### config.mk
export PLATFORM = sky130hd
export DESIGN_NAME = dmem_arbiter_flat
export DESIGN_NICKNAME = d
export VERILOG_FILES = /design/src/rtl/dmem_arbiter_if.sv /design/src/rtl/dmem_arbiter.sv /design/src/flat_wrapper.sv
export SDC_FILE = /design/constraint.sdc
export NUM_CORES = 1
export LEC_CHECK = 0
export ABC_AREA = 1
export CAP_MARGIN = 20
export CORE_MARGIN = 5
export CORE_UTILIZATION = 50
export CTS_CLUSTER_SIZE = 20
export DETAILED_ROUTE_END_ITERATION = 12
export DONT_BUFFER_PORTS = 1
export PLACE_DENSITY_LB_ADDON = 0.08
export SYNTH_ARGS = -nofsm -noshare
export SYNTH_HDL_FRONTEND = slang
export SYNTH_SLANG_ARGS = --single-unit
### constraint.sdc
create_clock -name clk -period 10 [get_ports clk]
set_clock_uncertainty 0.05 [all_clocks]
set_input_delay 1 -clock clk [delete_from_list [all_inputs] [get_ports clk]]
set_output_delay 1 -clock clk [all_outputs]
set_load 0.02 [all_outputs]
### src/rtl/dmem_arbiter_if.sv
`default_nettype none
// ============================================================================
//  Module      : dmem_arbiter_if
//  Description : Bundle of the two requester ports (C = CPU MEM stage,
//                D = loader/debug) and the shared data-memory port seen by
//                the dmem_arbiter.
//  Revision    : 1.0 - initial release
// ============================================================================
interface dmem_arbiter_if;
    // Port C request
    logic        c_req;
    logic        c_we;
    logic [31:0] c_addr;
    logic [31:0] c_wdata;
    logic [2:0]  c_load;
    logic [1:0]  c_store;
    // Port D request
    logic        d_req;
    logic        d_we;
    logic [31:0] d_addr;
    logic [31:0] d_wdata;
    logic [2:0]  d_load;
    logic [1:0]  d_store;
    // Responses and status
    logic        c_ack;
    logic        d_ack;
    logic [31:0] c_rdata;
    logic [31:0] d_rdata;
    logic        c_stall;
    logic        err;
    logic        busy;
    // Memory side
    logic [31:0] m_addr;
    logic [31:0] m_din;
    logic [2:0]  m_load;
    logic [1:0]  m_store;
    logic        m_rd;
    logic        m_wr;
    logic [31:0] m_dout;

    // Arbiter view
    modport slave (
        input  c_req, c_we, c_addr, c_wdata, c_load, c_store,
        input  d_req, d_we, d_addr, d_wdata, d_load, d_store,
        input  m_dout,
        output c_ack, d_ack, c_rdata, d_rdata, c_stall, err, busy,
        output m_addr, m_din, m_load, m_store, m_rd, m_wr
    );

    // Environment view: requesters plus the memory
    modport master (
        output c_req, c_we, c_addr, c_wdata, c_load, c_store,
        output d_req, d_we, d_addr, d_wdata, d_load, d_store,
        output m_dout,
        input  c_ack, d_ack, c_rdata, d_rdata, c_stall, err, busy,
        input  m_addr, m_din, m_load, m_store, m_rd, m_wr
    );
endinterface
`default_nettype wire

### src/rtl/dmem_arbiter.sv
`default_nettype none
// ============================================================================
//  Module      : dmem_arbiter
//  Description : Two-port arbiter/sequencer for the byte-addressed data
//                memory. Port C (CPU) normally wins; port D (loader/debug)
//                is forced through after STARVE_LIMIT consecutive C grants.
//                Out-of-range accesses are acknowledged with err and never
//                reach the memory.
//  Revision    : 1.0 - initial release
// ============================================================================
module dmem_arbiter #(
    parameter int MEM_BYTES    = 1024,
    parameter int STARVE_LIMIT = 4
) (
    input  wire logic     clk,
    input  wire logic     rst_n,
    dmem_arbiter_if.slave bus
);

    typedef enum logic [1:0] {
        IDLE  = 2'd0,
        ISSUE = 2'd1,
        WAIT  = 2'd2,
        RESP  = 2'd3
    } state_t;

    localparam int              CNT_W        = $clog2(STARVE_LIMIT + 1);
    localparam logic [CNT_W-1:0] C_STARVE_MAX = CNT_W'(STARVE_LIMIT);
    localparam logic [32:0]     C_MEM_BYTES  = 33'(MEM_BYTES);

    state_t           r_state;
    state_t           w_state_nxt;
    logic [CNT_W-1:0] r_starve_cnt;
    logic             r_sel_d;      // current access belongs to port D
    logic             r_we;
    logic             r_err;
    logic [31:0]      r_m_addr;
    logic [31:0]      r_m_din;
    logic [2:0]       r_m_load;
    logic [1:0]       r_m_store;
    logic [31:0]      r_c_rdata;
    logic [31:0]      r_d_rdata;

    logic             w_grant;
    logic             w_grant_d;
    logic             w_sel_we;
    logic [31:0]      w_sel_addr;
    logic [31:0]      w_sel_wdata;
    logic [2:0]       w_sel_load;
    logic [1:0]       w_sel_store;
    logic [2:0]       w_size;
    logic             w_sel_err;

    // Arbitration, winner field mux, access size and 33-bit range check
    always_comb begin
        w_grant_d   = bus.d_req & (~bus.c_req | (r_starve_cnt == C_STARVE_MAX));
        w_grant     = (r_state == IDLE) & (bus.c_req | bus.d_req);
        w_sel_we    = w_grant_d ? bus.d_we    : bus.c_we;
        w_sel_addr  = w_grant_d ? bus.d_addr  : bus.c_addr;
        w_sel_wdata = w_grant_d ? bus.d_wdata : bus.c_wdata;
        w_sel_load  = w_grant_d ? bus.d_load  : bus.c_load;
        w_sel_store = w_grant_d ? bus.d_store : bus.c_store;
        w_size      = 3'd4;
        if (w_sel_we) begin
            if (w_sel_store == 2'd0)      w_size = 3'd1;
            else if (w_sel_store == 2'd1) w_size = 3'd2;
        end else begin
            if (w_sel_load <= 3'd1)       w_size = 3'd1;
            else if (w_sel_load <= 3'd3)  w_size = 3'd2;
        end
        // Zero-extended to 33 bits so an address near 2^32 cannot wrap past the limit
        w_sel_err   = ({1'b0, w_sel_addr} > (C_MEM_BYTES - {30'd0, w_size}));
    end

    // State register
    always_ff @(posedge clk) begin
        if (!rst_n) r_state <= IDLE;
        else        r_state <= w_state_nxt;
    end

    // Next-state logic; an erroring access bypasses the memory entirely
    always_comb begin
        w_state_nxt = r_state;
        case (r_state)
            IDLE:    if (w_grant) w_state_nxt = w_sel_err ? RESP : ISSUE;
            ISSUE:   w_state_nxt = r_we ? RESP : WAIT;
            WAIT:    w_state_nxt = RESP;
            RESP:    w_state_nxt = IDLE;
            default: w_state_nxt = IDLE;
        endcase
    end

    // Starvation counter, grant latching and per-port read data capture
    always_ff @(posedge clk) begin
        if (!rst_n) begin
            r_starve_cnt <= '0;
            r_sel_d      <= 1'b0;
            r_we         <= 1'b0;
            r_err        <= 1'b0;
            r_m_addr     <= '0;
            r_m_din      <= '0;
            r_m_load     <= '0;
            r_m_store    <= '0;
            r_c_rdata    <= '0;
            r_d_rdata    <= '0;
        end else begin
            if (r_state == IDLE) begin
                if (!bus.d_req)
                    r_starve_cnt <= '0;
                else if (w_grant_d)
                    r_starve_cnt <= '0;
                else if (w_grant && (r_starve_cnt != C_STARVE_MAX))
                    r_starve_cnt <= r_starve_cnt + CNT_W'(1);

                if (w_grant) begin
                    r_sel_d   <= w_grant_d;
                    r_we      <= w_sel_we;
                    r_err     <= w_sel_err;
                    r_m_addr  <= w_sel_addr;
                    r_m_din   <= w_sel_wdata;
                    r_m_load  <= w_sel_load;
                    r_m_store <= w_sel_store;
                    // A rejected read returns zero data
                    if (w_sel_err && !w_sel_we) begin
                        if (w_grant_d) r_d_rdata <= '0;
                        else           r_c_rdata <= '0;
                    end
                end
            end

            if (r_state == WAIT) begin
                if (r_sel_d) r_d_rdata <= bus.m_dout;
                else         r_c_rdata <= bus.m_dout;
            end
        end
    end

    assign bus.m_addr  = r_m_addr;
    assign bus.m_din   = r_m_din;
    assign bus.m_load  = r_m_load;
    assign bus.m_store = r_m_store;
    assign bus.m_rd    = (r_state == ISSUE) & ~r_we;
    assign bus.m_wr    = (r_state == ISSUE) &  r_we;
    assign bus.c_ack   = (r_state == RESP) & ~r_sel_d;
    assign bus.d_ack   = (r_state == RESP) &  r_sel_d;
    assign bus.err     = (r_state == RESP) &  r_err;
    assign bus.busy    = (r_state != IDLE);
    assign bus.c_rdata = r_c_rdata;
    assign bus.d_rdata = r_d_rdata;
    assign bus.c_stall = bus.c_req & ~bus.c_ack;

endmodule
`default_nettype wire

### src/flat_wrapper.sv
// flat-port wrapper written by rule: the top's interface ports become plain ports
module dmem_arbiter_flat 
#(
    parameter int MEM_BYTES    = 1024,
    parameter int STARVE_LIMIT = 4
)
  (clk, rst_n, bus_c_req, bus_c_we, bus_c_addr, bus_c_wdata, bus_c_load, bus_c_store, bus_d_req, bus_d_we, bus_d_addr, bus_d_wdata, bus_d_load, bus_d_store, bus_m_dout, bus_c_ack, bus_d_ack, bus_c_rdata, bus_d_rdata, bus_c_stall, bus_err, bus_busy, bus_m_addr, bus_m_din, bus_m_load, bus_m_store, bus_m_rd, bus_m_wr);
  dmem_arbiter_if bus_i ();
  input  wire logic clk;
  input  wire logic rst_n;
  input wire logic [$bits(bus_i.c_req)-1:0] bus_c_req;
  input wire logic [$bits(bus_i.c_we)-1:0] bus_c_we;
  input wire logic [$bits(bus_i.c_addr)-1:0] bus_c_addr;
  input wire logic [$bits(bus_i.c_wdata)-1:0] bus_c_wdata;
  input wire logic [$bits(bus_i.c_load)-1:0] bus_c_load;
  input wire logic [$bits(bus_i.c_store)-1:0] bus_c_store;
  input wire logic [$bits(bus_i.d_req)-1:0] bus_d_req;
  input wire logic [$bits(bus_i.d_we)-1:0] bus_d_we;
  input wire logic [$bits(bus_i.d_addr)-1:0] bus_d_addr;
  input wire logic [$bits(bus_i.d_wdata)-1:0] bus_d_wdata;
  input wire logic [$bits(bus_i.d_load)-1:0] bus_d_load;
  input wire logic [$bits(bus_i.d_store)-1:0] bus_d_store;
  input wire logic [$bits(bus_i.m_dout)-1:0] bus_m_dout;
  output wire logic [$bits(bus_i.c_ack)-1:0] bus_c_ack;
  output wire logic [$bits(bus_i.d_ack)-1:0] bus_d_ack;
  output wire logic [$bits(bus_i.c_rdata)-1:0] bus_c_rdata;
  output wire logic [$bits(bus_i.d_rdata)-1:0] bus_d_rdata;
  output wire logic [$bits(bus_i.c_stall)-1:0] bus_c_stall;
  output wire logic [$bits(bus_i.err)-1:0] bus_err;
  output wire logic [$bits(bus_i.busy)-1:0] bus_busy;
  output wire logic [$bits(bus_i.m_addr)-1:0] bus_m_addr;
  output wire logic [$bits(bus_i.m_din)-1:0] bus_m_din;
  output wire logic [$bits(bus_i.m_load)-1:0] bus_m_load;
  output wire logic [$bits(bus_i.m_store)-1:0] bus_m_store;
  output wire logic [$bits(bus_i.m_rd)-1:0] bus_m_rd;
  output wire logic [$bits(bus_i.m_wr)-1:0] bus_m_wr;
  assign bus_i.c_req = bus_c_req;
  assign bus_i.c_we = bus_c_we;
  assign bus_i.c_addr = bus_c_addr;
  assign bus_i.c_wdata = bus_c_wdata;
  assign bus_i.c_load = bus_c_load;
  assign bus_i.c_store = bus_c_store;
  assign bus_i.d_req = bus_d_req;
  assign bus_i.d_we = bus_d_we;
  assign bus_i.d_addr = bus_d_addr;
  assign bus_i.d_wdata = bus_d_wdata;
  assign bus_i.d_load = bus_d_load;
  assign bus_i.d_store = bus_d_store;
  assign bus_i.m_dout = bus_m_dout;
  assign bus_c_ack = bus_i.c_ack;
  assign bus_d_ack = bus_i.d_ack;
  assign bus_c_rdata = bus_i.c_rdata;
  assign bus_d_rdata = bus_i.d_rdata;
  assign bus_c_stall = bus_i.c_stall;
  assign bus_err = bus_i.err;
  assign bus_busy = bus_i.busy;
  assign bus_m_addr = bus_i.m_addr;
  assign bus_m_din = bus_i.m_din;
  assign bus_m_load = bus_i.m_load;
  assign bus_m_store = bus_i.m_store;
  assign bus_m_rd = bus_i.m_rd;
  assign bus_m_wr = bus_i.m_wr;
  dmem_arbiter #(.MEM_BYTES(MEM_BYTES), .STARVE_LIMIT(STARVE_LIMIT)) u_core (.clk(clk), .rst_n(rst_n), .bus(bus_i));
endmodule
# Word level (Yosys, flattened, before mapping)
# Index checks and enable logic that the tools add are counted.
# totals
reg_bits	141
input_bits	176
# op_classes
n_mux	29
n_bitwise	14
n_lt_le_gt_ge	3
eq_ne	8
n_reduce_logical	8
addsub	2
# op_table
cell	count
$mux 32	14
$gt 32x33->1	1
$mux 3	9
$sub 11x3->12 const A	1
$and 1x1->1	8
$pmux 2 s4	1
$mux 2	3
$eq 2x1->1 const B	2
$eq 2x2->1 const B	2
$logic_not 2->1	2
$not 1->1	4
$reduce_and 2->1	2
$add 3x1->3 const B	1
$eq 3x3->1 const B	1
$le 3x1->1 const B	1
$le 3x2->1 const B	1
$ne 3x1->1 const B	1
$ne 3x3->1 const B	1
$logic_and 1x1->1	2
$mux 1	2
$ne 2x1->1 const B	1
$or 1x1->1	2
$reduce_bool 2->1	1
$logic_not 1->1	1

# Longest topological paths before layout
# depth
ltp_word	16
depth_mapped	32
depth_no_buf	29

# Worst setup path after synthesis
# Ideal clock, no wire load.
# synth_timing
path_type	input to register
from	input port bus_c_req
to	register u_core.r_d_rdata[0] (netlist: u_core.bus.d_rdata[0])
arrival_ps	3964
cell_stages	27
t_required_ps	9879
path_slack_ps	5915
path_cell_list	nand2_4 > nand2_4 > buf_6 > buf_2 > o21ai_0 > inv_1 > nor2_1 > inv_1 > o22ai_1 > inv_1 > ha_1 > ha_1 > inv_1 > ha_1 > nand2_1 > nor2_1 > nand3b_1 > nor2_1 > nand3_1 > nand2_1 > nand2_1 > inv_2 > nand2_4 > nand3_4 > buf_8 > nand2_2 > a21oi_2
# synth_via
elab_chain_len	16
word_cells_on_any_way	28
cone_classes	add/sub (1); order compare (3); eq/ne (1); mux (15); bitwise (5); reduce/logical (3)
# synth_lines
element	line_no	text
start: declaration	flat_wrapper.sv:11	input wire logic [$bits(bus_i.c_req)-1:0] bus_c_req;
$not 1->1	dmem_arbiter.sv:56	w_grant_d = bus.d_req & (~bus.c_req | (r_starve_cnt == C_STARVE_MAX));
$or 1x1->1	dmem_arbiter.sv:56	
$and 1x1->1	dmem_arbiter.sv:56	
$mux 3 / $mux 2 (equally long branches)	dmem_arbiter.sv:61, dmem_arbiter.sv:62	
$le 3x2->1 / $eq 2x1->1 (equally long branches)	dmem_arbiter.sv:69, dmem_arbiter.sv:66	
$mux 3, on equally long branches	dmem_arbiter.sv:69, dmem_arbiter.sv:66	
$mux 3, on equally long branches	dmem_arbiter.sv:68, dmem_arbiter.sv:65	
$mux 3	dmem_arbiter.sv:64	if (w_sel_we) begin
$sub 11x3->12	dmem_arbiter.sv:72	w_sel_err = ({1'b0, w_sel_addr} > (C_MEM_BYTES - {30'd0, w_size}));
$gt 32x33->1	dmem_arbiter.sv:72	
$logic_and 1x1->1	dmem_arbiter.sv:124	if (w_sel_err && !w_sel_we) begin
$mux 32	dmem_arbiter.sv:124	
$mux 32 *	dmem_arbiter.sv:115	if (w_grant) begin
$mux 32 *	dmem_arbiter.sv:107	if (r_state == IDLE) begin
$mux 32	dmem_arbiter.sv:132	if (r_sel_d) r_d_rdata <= bus.m_dout;
$mux 32 *	dmem_arbiter.sv:131	if (r_state == WAIT) begin
end signal: assignment	dmem_arbiter.sv:132	
end: declaration	dmem_arbiter.sv:42	logic [31:0] r_d_rdata;
# Mark *: on every way between the ends. The rest lies on a longest branch, timed or not.
# A chain may end at the register's enable or synchronous reset.

# Final worst setup path
# layout_timing
from	register u_core.r_starve_cnt[0]
to	register u_core.r_c_rdata[6] (netlist: u_core.bus.c_rdata[6])
# layout_via
elab_chain_len	16
word_cells_on_any_way	26
cone_classes	add/sub (1); order compare (3); eq/ne (2); mux (15); bitwise (2); reduce/logical (3)
# layout_lines
element	line_no	text
start: declaration	dmem_arbiter.sv:33	logic [CNT_W-1:0] r_starve_cnt;
start signal: assignment	dmem_arbiter.sv:113	r_starve_cnt <= r_starve_cnt + CNT_W'(1);
$eq 3x3->1 *	dmem_arbiter.sv:56	
$or 1x1->1 *	dmem_arbiter.sv:56	
$and 1x1->1 *	dmem_arbiter.sv:56	
$mux 3 / $mux 2 (equally long branches)	dmem_arbiter.sv:61, dmem_arbiter.sv:62	
$le 3x2->1 / $eq 2x1->1 (equally long branches)	dmem_arbiter.sv:69, dmem_arbiter.sv:66	
$mux 3, on equally long branches	dmem_arbiter.sv:69, dmem_arbiter.sv:66	
$mux 3, on equally long branches	dmem_arbiter.sv:68, dmem_arbiter.sv:65	
$mux 3	dmem_arbiter.sv:64	
$sub 11x3->12	dmem_arbiter.sv:72	
$gt 32x33->1	dmem_arbiter.sv:72	
$logic_and 1x1->1	dmem_arbiter.sv:124	
$mux 32 *	dmem_arbiter.sv:124	
$mux 32 *	dmem_arbiter.sv:115	
$mux 32 *	dmem_arbiter.sv:107	
$mux 32	dmem_arbiter.sv:132	
$mux 32 *	dmem_arbiter.sv:131	
end signal: assignment	dmem_arbiter.sv:133	else r_c_rdata <= bus.m_dout;
end: declaration	dmem_arbiter.sv:41	logic [31:0] r_c_rdata;
# Marked as above.

==> insert_results.sql <==
INSERT INTO impl_metrics (metric_group, metric, value, unit) VALUES
('timing', 'final.setup.tns', '0', 'ns'),
('setup_path', 'cp.arrival', '5.10', 'ns'),
('yosys', 'asyncSetResetFlopFracSynth', '0', '%'),
('clock_tree', 'clkSinkCount', '141', ''),
('yosys', 'synth_top_family_by_area', 'simple AND/OR/NAND/NOR gates', ''),
('place', 'place_hpwl', '14450', 'microns'),
('timing', 'fin_worst_hold_slack', '0.4385', 'ns'),
('clock_tree', 'cts_hold_repair.buffers', '0', ''),
('setup_path', 'critical_path_class', 'register to register', ''),
('global_routing', 'grt_pass1_vias', '5821', ''),
('cells_and_area', 'sequential_cell_area', '0.002823', 'sq mm'),
('timing', 'worst_slew_margin_rel', '32.14', '%'),
('cells_and_area', 'layout.core_utilization', '54.12', '%'),
('drt', 'finalWirelength', '20300', 'microns'),
('drt', 'wire_per_inst', '15.70', 'microns'),
('power', 'leakagePower', '3.811', 'nW'),
('timing', 'max_freq', '205.4', 'MHz'),
('hold_path', 'whs_path_depth', '2', ''),
('global_routing', 'grt_first_pass_wirelength', '31290', 'microns'),
('setup_path', 'cp_data_required_time', '10.23', 'ns'),
('global_routing', 'grt_start_max_net_pins', '65', ''),
('setup_path', 'slowest_stage', 'nand3_4', ''),
('cells_and_area', 'syn2layout_area_growth', '7.346', '%'),
('floorplanning', 'dieWidth', '133.1', 'microns'),
('yosys', 'yosys_warnings', '0', ''),
('yosys', 'number_of_enable_type_register_cells_in_the_synthesized_netlist', '0', ''),
('yosys', 'syn_inst', '1128', ''),
('place', 'numPortBuffers', '0', ''),
('setup_path', 'end_kind', 'register', ''),
('floorplanning', 'design.portCount', '316', ''),
('setup_path', 'critical-path-max-stage-delay', '0.46', 'ns'),
('global_routing', 'initial_antenna_violation_count', '0', ''),
('drt', 'dr_pass1_iterations', '5', ''),
('cells_and_area', 'post_route_cells_drive_above_1_share', '15.29', '%'),
('clock_tree', 'post_cts_buffers', '0', ''),
('setup_path', 'cp_common_cell', 'nand2_1', ''),
('setup_path', 'cp_max_fo', '50', ''),
('timing', 'grt_setup_unrepaired', 'no', ''),
('floorplanning', 'row_count', '45', ''),
('cells_and_area', 'design_area', '0.008137', 'sq mm'),
('floorplanning', 'die-height', '133.1', 'microns'),
('run_status', 'outcome', 'completed', ''),
('setup_path', 'timing.reg2reg.worst_path_depth', '26', ''),
('power', 'worst_ir_drop_vdd', '0.0001487', 'V'),
('drt', 'avgViaCountPerCell', '4.899', ''),
('clock_tree', 'cts.path.max_buffers', '2', ''),
('cells_and_area', 'multi_input_gate_area', '0.003737', 'sq mm'),
('clock_tree', 'post_cts_resize_count', '0', ''),
('clock_tree', 'tritoncts_buffers', '17', ''),
('drt', 'detail_route.drc_violations', '0', ''),
('hold_path', 'hold_class', 'register to register', ''),
('cells_and_area', 'total_inserted_antenna_cells', '0', ''),
('place', 'place.detailed.instances', '1261', ''),
('yosys', 'synth_seq_area_share', '37.24', '%'),
('power', 'total_power', '1.963', 'mW'),
('global_routing', 'groute.usage.overall', '21.94', '%'),
('yosys', 'synthMuxAreaShare', '0.1321', '%'),
('yosys', 'avg_synthesized_cell_area', '6.720', 'sq um'),
('clock_tree', 'maximum_level_of_the_cts_h_tree', '4', ''),
('clock_tree', 'clock_latency', '0.42', 'ns'),
('place', 'gp_routability_congestion', '0.8499', ''),
('setup_path', 'startpoint_type', 'register', ''),
('timing', 'worst_pin_slew', '1.016', 'ns'),
('drt', 'drtIter0Drc', '298', ''),
('timing', 'setup_viol', '0', ''),
('timing', 'timing.final.crit_period', '4.868', 'ns'),
('yosys', 'synth-simple-area-share', '33.82', '%'),
('cells_and_area', 'final_cells', '1293', ''),
('drt', 'route.vias.total', '6334', ''),
('floorplanning', 'die-area', '0.01772', 'sq mm'),
('cells_and_area', 'num-nets-final', '1287', '');
-- worst max-delay path: cells and delay by family (launching register included) --
| kind | cells | cell delay, ns |
|---|---|---|
| buffers and inverters | 5 | 0.57 |
| flip-flops | 1 | 0.35 |
| AND/OR/NAND/NOR | 15 | 2.47 |
| adder cells (fa/ha/maj) | 4 | 0.94 |
| AO/OA/AOI/OAI | 2 | 0.27 |
-- flip-flops by register name (all words and copies together) (netlist names) --
| signal | count |
|---|---|
| u_core.bus.m_load | 3 |
| u_core.r_we | 1 |
| u_core.r_state | 2 |
| u_core.r_sel_d | 1 |
| u_core.bus.m_addr | 32 |
| u_core.bus.m_din | 32 |
| u_core.bus.m_store | 2 |
| u_core.bus.d_rdata | 32 |
| u_core.r_err | 1 |
| u_core.bus.c_rdata | 32 |
| u_core.r_starve_cnt | 3 |
-- Yosys cell counts, types with 14 or more instances --
master / instances / area share [%]
nor2_1: 126 / 6.2
a21oi_2: 60 / 6.9
nand3b_1: 14 / 1.4
nand2_1: 332 / 16
o21ai_0: 25 / 1.7
nand2_2: 60 / 5.0
dfxtp_1: 141 / 37
o211ai_1: 19 / 1.9
ha_1: 18 / 3.0
clkbuf_1: 38 / 1.9
inv_1: 183 / 9.1
nand3_1: 51 / 3.4
-- per-layer routing --
metal,vias up,wire (microns),global-route usage [%]
met4,0,397,7.314
met5,-,0,0
met1,2751,8421,27.26
met2,228,9328,34.45
li1,3327,-,-
met3,28,2155,9.366
-- placed cells by master, fill, tap and decap left out, types with 2 or more instances in the layout --
cell / count
ha_1: 18
o21ai_2: 2
nand2_4: 3
nor2_1: 125
nand2_2: 60
nor3_1: 2
nand2_1: 332
conb_1: 2
nand3_1: 51
clkbuf_1: 2
buf_4: 5
o21ai_0: 25
clkbuf_8: 4
inv_2: 2
o211ai_1: 19
nand3b_1: 14
o21ai_1: 3
inv_1: 183
a21oi_1: 12
nor2_4: 2
dfxtp_1: 141
nand3_4: 2
clkinv_4: 2
a21oi_2: 60
clkbuf_16: 17
clkinvlp_4: 3
-- cells by family after synthesis --
logic type	Yosys count
compound gates	125
fa+ha+maj	18
buf+inv	248
flops	141
mux	1
other cells	1
simple gates	594
-- where the power goes --
| part | switching (mW) | internal, mW |
|---|---|---|
| Clock | 0.243 | 0.368 |
| Sequential | 0.199 | 0.666 |
| Combinational | 0.324 | 0.162 |
-- path summary, 6_finish.rpt --
path	from	end	slack [ns]
setup / recovery	u_core.r_starve_cnt[0]	u_core.bus.c_rdata[6]	5.13
hold reg to reg	u_core.r_starve_cnt[0]	u_core.r_starve_cnt[0]	0.44
setup reg to reg	u_core.r_starve_cnt[0]	u_core.bus.c_rdata[6]	5.13
hold / removal	u_core.r_starve_cnt[0]	u_core.r_starve_cnt[0]	0.44
-- area by class of cell --
cell class                      instances  share of cell area [%]
Clock buffer                           23                   5.997
Sequential cell                       141                   34.69
Timing Repair Buffer                    6                  0.7996
Tap cell                              188                   2.891
Inverter                              187                   8.658
Multi-Input combinational cell        740                   45.93
Clock inverter                          8                   1.030
Note: power is estimated with default switching activity, not from simulation.
